## src/rtl/sd_cmd_sequencer.sv

```systemverilog
// SD command-line sequencer: generates SD_CLK, sends power-up clocks, then
// serialises one 48-bit command frame (with CRC7) per accepted request.
module sd_cmd_sequencer #(
  parameter int unsigned CLK_DIV    = 30,
  parameter int unsigned INIT_CLKS  = 80,
  parameter int unsigned TRAIL_CLKS = 8
) (
  input  logic        CLK,
  input  logic        RST,
  input  logic        CMD_VALID,
  output logic        CMD_READY,
  input  logic [5:0]  CMD_INDEX,
  input  logic [31:0] CMD_ARG,
  output logic        SD_CLK,
  output logic        SD_CMD,
  output logic        BUSY,
  output logic        DONE,
  output logic [6:0]  CRC_OUT
);

  localparam int unsigned DW        = (CLK_DIV > 1) ? $clog2(CLK_DIV) : 1;
  localparam int unsigned CNT_MAX   = (INIT_CLKS > TRAIL_CLKS) ? INIT_CLKS : TRAIL_CLKS;
  localparam int unsigned CW        = (CNT_MAX > 1) ? $clog2(CNT_MAX + 1) : 1;
  localparam int unsigned INIT_LAST = (INIT_CLKS > 0) ? INIT_CLKS - 1 : 0;

  localparam logic [DW-1:0] DIV_LAST  = DW'(CLK_DIV - 1);
  localparam logic [CW-1:0] INIT_END  = CW'(INIT_LAST);
  localparam logic [CW-1:0] TRAIL_END = CW'(TRAIL_CLKS);

  typedef enum logic [1:0] {
    ST_INIT,
    ST_IDLE,
    ST_SEND,
    ST_TRAIL
  } state_t;

  state_t          state;
  logic [DW-1:0]   div_cnt;
  logic [5:0]      bit_cnt;
  logic [CW-1:0]   clk_cnt;
  logic [47:0]     shreg;
  logic [6:0]      crc;
  logic            sd_clk;
  logic            sd_cmd;
  logic            cmd_ready;
  logic            busy;
  logic            done;
  logic [6:0]      crc_out;

  logic            div_wrap_c;
  logic [6:0]      crc_step_c;

  // Half-period boundary of SD_CLK
  assign div_wrap_c = (div_cnt == DIV_LAST);

  // One CRC7 step folding in the bit that is being driven now
  assign crc_step_c = {crc[5:0], 1'b0} ^ (((crc[6] ^ shreg[47]) != 1'b0) ? 7'h09 : 7'h00);

  always_ff @(posedge CLK) begin
    if (RST) begin
      if (INIT_CLKS > 0) begin
        state <= ST_INIT;
        busy  <= 1'b1;
      end else begin
        state <= ST_IDLE;
        busy  <= 1'b0;
      end
      sd_clk    <= 1'b1;
      sd_cmd    <= 1'b1;
      cmd_ready <= 1'b0;
      done      <= 1'b0;
      crc_out   <= '0;
      shreg     <= '0;
      crc       <= '0;
      div_cnt   <= '0;
      bit_cnt   <= '0;
      clk_cnt   <= '0;
    end else begin
      done <= 1'b0;
      if (state != ST_IDLE) begin
        div_cnt <= div_wrap_c ? '0 : div_cnt + DW'(1);
      end

      unique case (state)
        // Power-up clocks; leave on the last rising edge so SD_CLK stays high
        ST_INIT: begin
          if (div_wrap_c) begin
            if (sd_clk) begin
              sd_clk <= 1'b0;
            end else begin
              sd_clk  <= 1'b1;
              clk_cnt <= clk_cnt + CW'(1);
              if (clk_cnt == INIT_END) begin
                state     <= ST_IDLE;
                busy      <= 1'b0;
                cmd_ready <= 1'b1;
                clk_cnt   <= '0;
              end
            end
          end
        end

        // Preloading the divider makes the edge after accept a falling edge
        ST_IDLE: begin
          if (CMD_VALID && cmd_ready) begin
            state     <= ST_SEND;
            cmd_ready <= 1'b0;
            busy      <= 1'b1;
            shreg     <= {2'b01, CMD_INDEX, CMD_ARG, 7'b0, 1'b1};
            crc       <= '0;
            bit_cnt   <= '0;
            div_cnt   <= DIV_LAST;
          end else begin
            cmd_ready <= 1'b1;
          end
        end

        ST_SEND: begin
          if (div_wrap_c) begin
            if (!sd_clk) begin
              sd_clk <= 1'b1;
            end else if (bit_cnt == 6'd48) begin
              if (TRAIL_CLKS == 0) begin
                state     <= ST_IDLE;
                done      <= 1'b1;
                cmd_ready <= 1'b1;
                busy      <= 1'b0;
              end else begin
                sd_clk  <= 1'b0;
                state   <= ST_TRAIL;
                clk_cnt <= '0;
              end
            end else begin
              sd_clk  <= 1'b0;
              bit_cnt <= bit_cnt + 6'd1;
              if (bit_cnt < 6'd40) begin
                sd_cmd <= shreg[47];
                shreg  <= {shreg[46:0], 1'b0};
                crc    <= crc_step_c;
              end else if (bit_cnt < 6'd47) begin
                sd_cmd <= crc[6];
                crc    <= {crc[5:0], 1'b0};
                if (bit_cnt == 6'd40) begin
                  crc_out <= crc;
                end
              end else begin
                sd_cmd <= 1'b1;
              end
            end
          end
        end

        // Trailing clocks; finish at the end of the last high phase
        ST_TRAIL: begin
          if (div_wrap_c) begin
            if (!sd_clk) begin
              sd_clk  <= 1'b1;
              clk_cnt <= clk_cnt + CW'(1);
            end else if (clk_cnt == TRAIL_END) begin
              state     <= ST_IDLE;
              done      <= 1'b1;
              cmd_ready <= 1'b1;
              busy      <= 1'b0;
              clk_cnt   <= '0;
            end else begin
              sd_clk <= 1'b0;
            end
          end
        end
      endcase
    end
  end

  assign SD_CLK    = sd_clk;
  assign SD_CMD    = sd_cmd;
  assign CMD_READY = cmd_ready;
  assign BUSY      = busy;
  assign DONE      = done;
  assign CRC_OUT   = crc_out;

endmodule

```

## config.mk

```make
export PLATFORM = sky130hd
export DESIGN_NAME = sd_cmd_sequencer
export DESIGN_NICKNAME = d
export VERILOG_FILES = /design/src/rtl/sd_cmd_sequencer.sv
export SDC_FILE = /design/constraint.sdc
export NUM_CORES = 1
export LEC_CHECK = 0
export ABC_CLOCK_PERIOD_IN_PS = 5300
export CAP_MARGIN = 20
export CORE_UTILIZATION = 45
export DETAILED_ROUTE_END_ITERATION = 7
export PLACE_DENSITY = 0.63
export SLEW_MARGIN = 0
export SYNTH_ARGS = -nofsm -noshare
export SYNTH_HDL_FRONTEND = slang
export SYNTH_SLANG_ARGS = --single-unit
export TNS_END_PERCENT = 10
```

## constraint.sdc

```tcl
create_clock -name CLK -period 5.3 [get_ports CLK]
set_input_delay 1.325 -clock CLK [delete_from_list [all_inputs] [get_ports CLK]]
set_output_delay 1.325 -clock CLK [all_outputs]
set_load 0.01 [all_outputs]
```

; ---- Yosys cells after proc, flatten, opt, wreduce, memory -nomap -nowiden
; Cells that the tools add are included.
[op_classes]
reduce_logical = 18
mux = 68
addsub = 3
eq_ne = 24
order_cmp = 2
bitwise = 7
[ops]
columns = cell, n
row1 = 48-bit 2-to-1 mux, 5
row2 = 7-bit 2-to-1 mux, 15
row3 = 48-bit case mux with 2 select lines, 1
row4 = 6-bit 2-to-1 mux, 4
row5 = "2-bit != test, second input constant", 12
row6 = 1-bit 2-to-1 mux, 21
row7 = 7-bit case mux with 3 select lines, 1
row8 = 2-bit 2-to-1 mux, 10
row9 = 5-bit 2-to-1 mux, 4
row10 = 8-bit AND reduction, 2
row11 = 7-bit case mux with 2 select lines, 1
row12 = 7-bit AND reduction, 2
row13 = "6-bit equality test, second input constant", 2
row14 = "6-bit less-than comparator, second input constant", 2
row15 = 6-bit case mux with 2 select lines, 1
row16 = 6-bit AND reduction, 2
row17 = 10-bit AND reduction, 1
row18 = 2-bit case mux with 4 select lines, 1
row19 = "7-bit by 1-bit adder with 7-bit output, second input constant", 1
row20 = "7-bit by 4-bit equality test with 1-bit output, second input constant", 1
row21 = "7-bit equality test, second input constant", 1
row22 = 7-bit by 4-bit XOR with 7-bit output, 1
row23 = "6-bit by 1-bit adder with 6-bit output, second input constant", 1
row24 = "3-bit != test, second input constant", 2
row25 = 19 further kinds, 28
[totals]
inputBits = 41
register_bits = 87

; ---- Logic depth before layout (Yosys ltp)
; Gate-level depths: netlist of the first run.
[logic_depth]
ltp_word = 8
mapped_depth = 10
mapped_depth_nobuf = 7

; ---- Worst setup path after synthesis of the first run
; OpenSTA, ideal clock, no wires.
[synth_timing]
kind = in2reg
start = in CMD_VALID
end = reg shreg[47]
n_path_buf = 2
setup_time_ns = 0.071
arrival_time_ns = 2.421
required_ns = 5.229
stages = 7
setup_slack_ns = 2.809
path_cell_list = a21boi_2 -> a211oi_4 -> a21boi_4 -> buf_6 -> buf_6 -> nand3_1 -> a21oi_1
[synth_between]
elab_chain_len = 3
[synth_rtl]
columns = element, line
row1 = start: declaration, 10  ; input logic CMD_VALID,
row2 = 1-bit logical AND, 105  ; if (CMD_VALID && cmd_ready) begin
row3 = 2-bit != test (no source line), n/a
row4 = 6-bit AND reduction (no source line), n/a
row5 = end signal: assignment, 109  ; shreg <= {2'b01, CMD_INDEX, CMD_ARG, 7'b0, 1'b1};
row6 = end signal: assignment, 138  ; shreg <= {shreg[46:0], 1'b0};
row7 = end: declaration, 41  ; logic [47:0] shreg;
; Every way passes these cells.
; A chain may end at the register's enable or synchronous reset.

; ---- Worst setup path after layout of the first run
[layout_timing]
start = reg state[0]
end = reg shreg[46]
[layout_between]
elab_chain_len = 3
word_cells_on_any_way = 10
[layout_rtl]
columns = element, line
row1 = start: declaration, 37  ; state_t state;
row2 = start signal: assignment, 62  ; state <= ST_INIT;
row3 = start signal: assignment, 65  ; state <= ST_IDLE;
row4 = start signal: assignment, 94  ; state <= ST_IDLE;
row5 = 2-bit equality test / 2-bit by 1-bit equality test with 1-bit output (equally long branches), 84  ; unique case (state)
row6 = 2-bit != test (no source line) / 2-bit nonzero test (equally long branches), n/a
row7 = 6-bit AND reduction (no source line), n/a
; Several ways; a longest one is shown, not always the timed one.

==> metrics.txt, run 1 <==
# TYPE chip_impl_metric gauge
chip_impl_info{name="cp-end-kind",value="flop"} 1
chip_impl_info{name="startpoint_type",value="flop"} 1
chip_impl_metric{name="grt_pass1_vias",unit=""} 3131
chip_impl_metric{name="seq_area",unit="um^2"} 1742
chip_impl_info{name="crit_path_top_delay_cell",value="a21boi_4"} 1
chip_impl_metric{name="cts.htree.levels",unit=""} 3
chip_impl_metric{name="synth_top_area_frac",unit=""} 0.4170
chip_impl_metric{name="placement_rows",unit=""} 34
chip_impl_metric{name="clk_latency",unit="ns"} 0.36
chip_impl_info{name="min-delay-path-class",value="flop to flop"} 1
chip_impl_metric{name="drt-total-wl",unit="mm"} 7.930
chip_impl_metric{name="die_w",unit="um"} 98.34
chip_impl_metric{name="floorplan.die_area",unit="um^2"} 9671
chip_impl_metric{name="post_synthesis_register_bit_count",unit=""} 87
chip_impl_metric{name="io_pins",unit=""} 53
chip_impl_info{name="synth_commonest_cells",value="dfxtp_1, nor2_1, mux2i_1"} 1
chip_impl_metric{name="timing.max_cap.violations",unit=""} 0
chip_impl_metric{name="placeableCoreArea",unit="um^2"} 8848
chip_impl_metric{name="vdd.ir_drop.worst",unit="uV"} 171.2
chip_impl_metric{name="worstMarginPinSlew",unit="ns"} 0.9638
chip_impl_metric{name="max-clock-path-buffers",unit=""} 2
chip_impl_info{name="netlist.top_cell.by_area",value="dfxtp_1"} 1
chip_impl_metric{name="grt_max_degree",unit=""} 67
chip_impl_metric{name="gpl.final_weighted_congestion",unit=""} 0.8334
chip_impl_metric{name="wl_per_cell",unit="um"} 12.85
chip_impl_metric{name="post_synth.cell_area_avg",unit="um^2"} 8.905
chip_impl_metric{name="period_needed",unit="ns"} 3.753
chip_impl_metric{name="finalNetCount",unit=""} 556
chip_impl_metric{name="synthCells",unit=""} 469
chip_impl_metric{name="placed_cells",unit=""} 601
chip_impl_metric{name="gr-usage-met3",unit=""} 0.04438
chip_impl_metric{name="power_density",unit="nW/um^2"} 329.2
chip_impl_metric{name="yosysUniqueCellTypes",unit=""} 43
chip_impl_metric{name="internal",unit="mW"} 1.137
chip_impl_metric{name="place.detailed.hpwl",unit="mm"} 5.298
chip_impl_metric{name="mappedNetlistNets",unit=""} 521
chip_impl_metric{name="clk_network_pwr_share",unit=""} 0.303
chip_impl_metric{name="antenna_violations_before_repair",unit=""} 0
chip_impl_metric{name="timing.max_slew.rel_slack",unit=""} 0.3559
chip_impl_info{name="crit_path_cell_trace",value="inv_1, ha_4, mux2i_1, a211oi_4, a21boi_4, buf_4, nor2_1, a311oi_1"} 1
chip_impl_metric{name="numClockSinks",unit=""} 87
chip_impl_metric{name="grt.total_usage",unit=""} 0.1718
chip_impl_metric{name="dr.pass1.iters",unit=""} 6
chip_impl_metric{name="dr.first_iter.drc_count",unit=""} 115
chip_impl_metric{name="grt.met2_usage",unit=""} 0.3007
chip_impl_metric{name="post_drt_via_cell_ratio",unit=""} 5.408
chip_impl_metric{name="initial_core_util",unit=""} 0.4720
chip_impl_info{name="rsz0062_at_grt",value="false"} 1
chip_impl_metric{name="multi_input_comb_area",unit="um^2"} 2212
chip_impl_metric{name="nFillCells",unit=""} 824
chip_impl_metric{name="layout_worst_path_cycle_share",unit=""} 0.7081
chip_impl_metric{name="synth-edff-count",unit=""} 0
chip_impl_metric{name="globalRoute.totalOverflow",unit=""} 0
chip_impl_metric{name="cts_resized",unit=""} 0
chip_impl_metric{name="critical_path_required",unit="ns"} 5.57
chip_impl_info{name="synth.most_common_cell",value="dfxtp_1"} 1
chip_impl_metric{name="grtUsageMet1",unit=""} 0.1991
chip_impl_metric{name="setup_total_negative_slack",unit="ns"} 0
chip_impl_metric{name="instances_no_fill",unit=""} 617
chip_impl_info{name="critical_path_class",value="flop to flop"} 1
chip_impl_metric{name="area_delta_synth_final",unit="%"} 17.77
chip_impl_metric{name="report.final.hold_viol_count",unit=""} 0
chip_impl_metric{name="port_buffers",unit=""} 52
chip_impl_info{name="biggest_area_contributors_in_the_synthesized_netlist",value="dfxtp_1, mux2i_1, a211oi_1, nor2_1, a21oi_1"} 1
chip_impl_metric{name="power.share.combinational",unit=""} 0.207
chip_impl_metric{name="cts_hold_buffers",unit=""} 0
chip_impl_metric{name="routed-via-count",unit=""} 3337
chip_impl_metric{name="detail-route-antenna-nets",unit=""} 0
chip_impl_metric{name="p_seq_frac",unit=""} 0.490
chip_impl_metric{name="antenna_cells_inserted",unit=""} 0
chip_impl_metric{name="crit_buf_inv",unit=""} 2
chip_impl_metric{name="height_of_the_die",unit="um"} 98.34
chip_impl_metric{name="synth_sequential_area_ratio",unit=""} 0.4170
chip_impl_metric{name="asyncSetResetFlopFracSynth",unit=""} 0
chip_impl_metric{name="final.setup_skew",unit="ns"} 0.01217
chip_impl_info{name="tritoncts",value="yes"} 1
chip_impl_metric{name="cts_made_buffers",unit=""} 9
chip_impl_metric{name="grt_pass1_wl",unit="mm"} 13.66
chip_impl_metric{name="finalSetupViolCount",unit=""} 0
chip_impl_metric{name="drive_gt1_frac",unit=""} 0.06090
chip_impl_info{name="crit_family",value="compound AO/OA/AOI/OAI gates"} 1
chip_impl_metric{name="p_sw",unit="mW"} 0.4818
chip_impl_metric{name="clk_pin_slew",unit="ns"} 0.09
chip_impl_info{name="grt_busiest_layer",value="met2"} 1
chip_impl_metric{name="critPathArrivalTime",unit="ns"} 4.02
chip_impl_info{name="ys_dominant_reg_cell",value="dfxtp_1"} 1
chip_impl_metric{name="synth_area",unit="um^2"} 4177
chip_impl_metric{name="yosys_warnings",unit=""} 0
chip_impl_metric{name="critical_path_peak_fanout",unit=""} 66
chip_impl_info{name="root_buffer",value="clkbuf_8"} 1
chip_impl_metric{name="fmax",unit="MHz"} 266.5
chip_impl_info{name="run_status",value="completed"} 1
chip_impl_metric{name="cp_slowest_stage_delay",unit="ns"} 0.84
chip_impl_metric{name="slew_viol_final",unit=""} 0
chip_impl_metric{name="cellLeakagePower",unit="nW"} 1.681
chip_impl_metric{name="power_switching_share",unit=""} 0.2976
chip_impl_metric{name="cts_setup_buffers",unit=""} 0
chip_impl_metric{name="post-route-drc-count",unit=""} 0
-- layout make-up --
type,count,area share
Clock buffer,10,0.02798
Clock inverter,6,0.01526
Multi-Input combinational cell,331,0.4498
Sequential cell,87,0.3541
Timing Repair Buffer,56,0.1109
Tap cell,108,0.02747
Inverter,19,0.01450
-- per-stage QoR --
stage | total power, mW | util | hold slack [ns] | area (um^2) | setup slack [ns]
final | 1.619 | 0.5559 | 0.4584 | 4918 | 1.547
after global routing | 1.711 | 0.5559 | 0.4806 | 4918 | 1.225
after CTS | 1.637 | 0.5559 | 0.4591 | 4918 | 1.540
after detailed placement | 1.145 | 0.5318 | 0.4462 | 4706 | 1.360
after global placement | 1.132 | 0.5318 | 0.4417 | 4706 | 1.418
after floorplan | 1.069 | - | 0.4316 | 4177 | 2.809
-- cells by family (layout without fill, tap and decap cells) --
group | after synthesis | after routing | synth area share
adder cells (fa/ha/maj) | 11 | 11 | 0.03295
AND/OR/NAND/NOR | 157 | 157 | 0.1765
flip-flops | 87 | 87 | 0.4170
buffers and inverters | 51 | 91 | 0.05632
XOR/XNOR | 8 | 8 | 0.01678
AO/OA/AOI/OAI | 97 | 97 | 0.1612
multiplexers | 58 | 58 | 0.1393
-- registers in the layout (all words and copies together), names as in the netlist --
register,count
SD_CLK,1
clk_cnt,7
DONE,1
bit_cnt,6
BUSY,1
CRC_OUT,7
div_cnt,5
CMD_READY,1
crc,7
state,2
shreg,48
SD_CMD,1
-- metal layers --
layer	part of all wire	up-vias
li1	-	1726
met1	0.48	1546
met2	0.48	58
met3	0.034	7
met4	0.011	0
met5	0	-
-- worst min-delay path: cells and delay by family (launching register included) --
family | cells | cell delay, ns
and+or+nand+nor | 1 | 0.05
DFF | 1 | 0.32
AOI/OAI and AO/OA | 1 | 0.05
-- power by group through the flow --
stage | registers (mW) | logic [mW] | clock network, mW
3_5_place_dp | 0.807 | 0.338 | 0
3_3_place_gp | 0.805 | 0.327 | 0
4_1_cts | 0.792 | 0.339 | 0.506
5_1_grt | 0.803 | 0.375 | 0.533
2_1_floorplan | 0.797 | 0.272 | 0
6_report | 0.793 | 0.336 | 0.491
-- cell usage in the layout, fill, tap and decap left out, drive strengths merged, types with 6 or more instances in the layout --
cell / netlist / final
clkbuf: 17 / 10
mux2i: 57 / 57
nand3: 22 / 22
ha: 11 / 11
inv: 19 / 22
clkdlybuf4s50: 0 / 51
a211oi: 43 / 43
a21oi: 31 / 31
dfxtp: 87 / 87
nand2: 19 / 19
nor2: 72 / 72
nand2b: 6 / 6
nor3: 8 / 8
and2: 6 / 6
o21ai: 6 / 6
-- path summary, 6_finish.rpt --
| check | slack, ns | start | end | cells past startpoint |
|---|---|---|---|---|
| max | 1.55 | state[0] | shreg[46] | 8 |
| min | 0.46 | shreg[6] | shreg[6] | 2 |
| max reg2reg | 1.55 | state[0] | shreg[46] | 8 |
| min reg2reg | 0.46 | shreg[6] | shreg[6] | 2 |
Power figures use the tool's default switching activity.
==> run 2: changes to the inputs <==
Settings changed: ABC_CLOCK_PERIOD_IN_PS 5300 to 3600.
Clock period 5.3 ns to 3.6 ns, I/O delays scaled along.
==> metrics.txt, run 2 (synthesis gave the netlist of run 1 again) <==
# TYPE chip_impl_metric gauge
chip_impl_metric{name="max-clock-path-buffers",unit=""} 2
chip_impl_metric{name="power_switching_share",unit=""} 0.3006
chip_impl_metric{name="timing.reg2reg.worst_path_depth",unit=""} 8
chip_impl_metric{name="timing.max_cap.violations",unit=""} 0
chip_impl_metric{name="die_w",unit="um"} 98.34
chip_impl_info{name="layout.cells.most_common",value="dfxtp_1"} 1
chip_impl_metric{name="layout_worst_path_cycle_share",unit=""} 0.7425
chip_impl_metric{name="worstMarginPinSlew",unit="ns"} 0.6339
chip_impl_info{name="rsz0062_at_grt",value="false"} 1
chip_impl_metric{name="floorplan.die_area",unit="um^2"} 9671
chip_impl_metric{name="power.share.combinational",unit=""} 0.210
chip_impl_metric{name="p_seq_frac",unit=""} 0.491
chip_impl_metric{name="cts.htree.levels",unit=""} 3
chip_impl_info{name="crit_path_cell_trace",value="inv_1, ha_4, mux2i_1, a211oi_4, a21boi_4, buf_12, nor2_1, a311oi_1"} 1
chip_impl_metric{name="setup_total_negative_slack",unit="ns"} 0
chip_impl_metric{name="placement_rows",unit=""} 34
chip_impl_metric{name="crit_buf_inv",unit=""} 2
chip_impl_metric{name="final_core_utilization",unit=""} 0.5591
chip_impl_metric{name="clk_network_pwr_share",unit=""} 0.299
chip_impl_metric{name="vdd.ir_drop.worst",unit="uV"} 233.7
chip_impl_metric{name="globalRoute.totalOverflow",unit=""} 0
chip_impl_metric{name="timing.max_slew.rel_slack",unit=""} 0.5774
chip_impl_metric{name="fin_total_pwr",unit="mW"} 2.379
chip_impl_metric{name="internal",unit="mW"} 1.664
chip_impl_info{name="registers.top_by_ff_count",value="shreg"} 1
chip_impl_metric{name="routed-via-count",unit=""} 3290
chip_impl_info{name="cp-end-kind",value="flop"} 1
chip_impl_metric{name="detail-route-antenna-nets",unit=""} 0
chip_impl_metric{name="area_delta_synth_final",unit="%"} 18.45
chip_impl_metric{name="critical_path_cell_count",unit=""} 8
chip_impl_metric{name="multi_input_comb_area",unit="um^2"} 2212
chip_impl_metric{name="drt-total-wl",unit="mm"} 8.073
chip_impl_metric{name="wl_per_cell",unit="um"} 13.06
chip_impl_metric{name="report.final.hold_viol_count",unit=""} 0
chip_impl_metric{name="cts_resized",unit=""} 0
chip_impl_info{name="crit_path_top_delay_cell",value="ha_4"} 1
chip_impl_metric{name="port_buffers",unit=""} 52
chip_impl_metric{name="finalSetupViolCount",unit=""} 0
chip_impl_metric{name="period_needed",unit="ns"} 2.673
chip_impl_metric{name="power_density",unit="nW/um^2"} 480.8
chip_impl_metric{name="post-route-drc-count",unit=""} 2
chip_impl_metric{name="grt_pass1_wl",unit="mm"} 14.23
chip_impl_metric{name="initial_core_util",unit=""} 0.4720
chip_impl_info{name="critical_path_class",value="flop to flop"} 1
chip_impl_info{name="crit_family",value="compound AO/OA/AOI/OAI gates"} 1
chip_impl_metric{name="drive_gt1_frac",unit=""} 0.06275
chip_impl_metric{name="fmax",unit="MHz"} 374.1
chip_impl_info{name="root_buffer",value="clkbuf_8"} 1
chip_impl_info{name="run_status",value="complete, but fails checks"} 1
chip_impl_metric{name="seq_area",unit="um^2"} 1742
chip_impl_info{name="rr_endpoint",value="shreg[46]"} 1
chip_impl_metric{name="critical_path_peak_fanout",unit=""} 86
chip_impl_metric{name="place.detailed.hpwl",unit="mm"} 5.488
chip_impl_metric{name="io_pins",unit=""} 53
chip_impl_metric{name="cp_slowest_stage_delay",unit="ns"} 0.47
chip_impl_info{name="startpoint_type",value="flop"} 1
chip_impl_metric{name="post_drt_via_cell_ratio",unit=""} 5.324
chip_impl_metric{name="antenna_cells_inserted",unit=""} 0
chip_impl_metric{name="nFillCells",unit=""} 821
chip_impl_metric{name="grt.total_usage",unit=""} 0.1795
chip_impl_metric{name="placeableCoreArea",unit="um^2"} 8848
chip_impl_info{name="tritoncts",value="yes"} 1
chip_impl_metric{name="cts_made_buffers",unit=""} 9
chip_impl_info{name="critical_path.endpoint",value="shreg[46]"} 1
chip_impl_metric{name="grt_pass1_vias",unit=""} 3134
chip_impl_metric{name="largest_register_ffs",unit=""} 48
chip_impl_metric{name="clk_pin_slew",unit="ns"} 0.09
chip_impl_metric{name="critPathArrivalTime",unit="ns"} 2.94
chip_impl_metric{name="numClockSinks",unit=""} 87
chip_impl_metric{name="dr.pass1.iters",unit=""} 8
chip_impl_info{name="min-delay-path-class",value="flop to flop"} 1
chip_impl_metric{name="critical_path_required",unit="ns"} 3.86
chip_impl_metric{name="clk_latency",unit="ns"} 0.36
chip_impl_metric{name="finalNetCount",unit=""} 557
chip_impl_metric{name="slew_viol_final",unit=""} 0
chip_impl_metric{name="p_sw",unit="mW"} 0.7149
chip_impl_metric{name="height_of_the_die",unit="um"} 98.34
chip_impl_metric{name="cts_setup_buffers",unit=""} 0
chip_impl_info{name="r2r-start",value="state[0]"} 1
chip_impl_metric{name="final.setup_skew",unit="ns"} 0.01052
chip_impl_info{name="start_point_of_the_critical_path",value="state[0]"} 1
chip_impl_metric{name="grt_max_degree",unit=""} 87
chip_impl_metric{name="dr.first_iter.drc_count",unit=""} 92
chip_impl_metric{name="cts_hold_buffers",unit=""} 0
chip_impl_metric{name="cellLeakagePower",unit="nW"} 1.695
chip_impl_info{name="layout_common_cells",value="dfxtp_1, nor2_1, mux2i_1"} 1
chip_impl_metric{name="gpl.final_weighted_congestion",unit=""} 0.8041
chip_impl_metric{name="antenna_violations_before_repair",unit=""} 0
chip_impl_info{name="failing_checks",value="DRC"} 1
chip_impl_metric{name="reg2reg_slack",unit="ns"} 0.93
## run 2: changes by cell type in the layout (fill, tap and decap cells not counted)
cell / previous run / this run
inv_6: 2 / 3
clkinvlp_4: 1 / 0
buf_4: 4 / 3
clkinv_4: 1 / 2
clkbuf_8: 10 / 9
buf_12: 0 / 2
## run 2: worst register-to-register path, delay by kind of cell, from the launching register on
family / cells / cell delay [ns]
buffers and inverters: 2 / 0.49
AOI/OAI and AO/OA: 3 / 0.95
adders and majority gates: 1 / 0.47
DFF: 1 / 0.36
and+or+nand+nor: 1 / 0.09
muxes: 1 / 0.22
## run 2: power groups by stage
stage,Combinational [mW],Clock [mW],Sequential (mW)
after floorplan,0.401,0,1.17
after global placement,0.490,0,1.19
after detailed placement,0.503,0,1.19
after CTS,0.505,0.740,1.17
after global routing,0.566,0.778,1.19
final,0.499,0.711,1.17
## run 2: per-stage QoR
step	cell area (um^2)	setup slack, ns	hold slack [ns]	cells
CTS	4947	0.9209	0.4594	618
finish	4947	0.9270	0.4584	618
global placement	4738	0.7788	0.4428	602
detailed placement	4738	0.7266	0.4465	602
floorplan	4177	1.534	0.4316	469
global route	4947	0.6523	0.4720	618
## run 2: worst min-delay path by stage
stage | start | endpoint | cells past startpoint
after floorplan | shreg[7] | shreg[7] | 2
final | shreg[3] | shreg[3] | 2
after global placement | shreg[5] | shreg[5] | 2
after CTS | shreg[1] | shreg[1] | 2
after detailed placement | shreg[1] | shreg[1] | 2
after global routing | shreg[3] | shreg[3] | 2
## run 2: layer usage
layer,share of wire,global-route usage
met5,0,0
met3,0.029,0.03722
met2,0.45,0.2936
met4,0.012,0.07233
met1,0.51,0.2313
## run 2: area by class of cell
type,instances,share of cell area
Clock buffer,9,0.02504
Clock inverter,7,0.01720
Timing Repair Buffer,57,0.1168
Inverter,19,0.01442
Tap cell,108,0.02731
Sequential cell,87,0.3520
Multi-Input combinational cell,331,0.4471
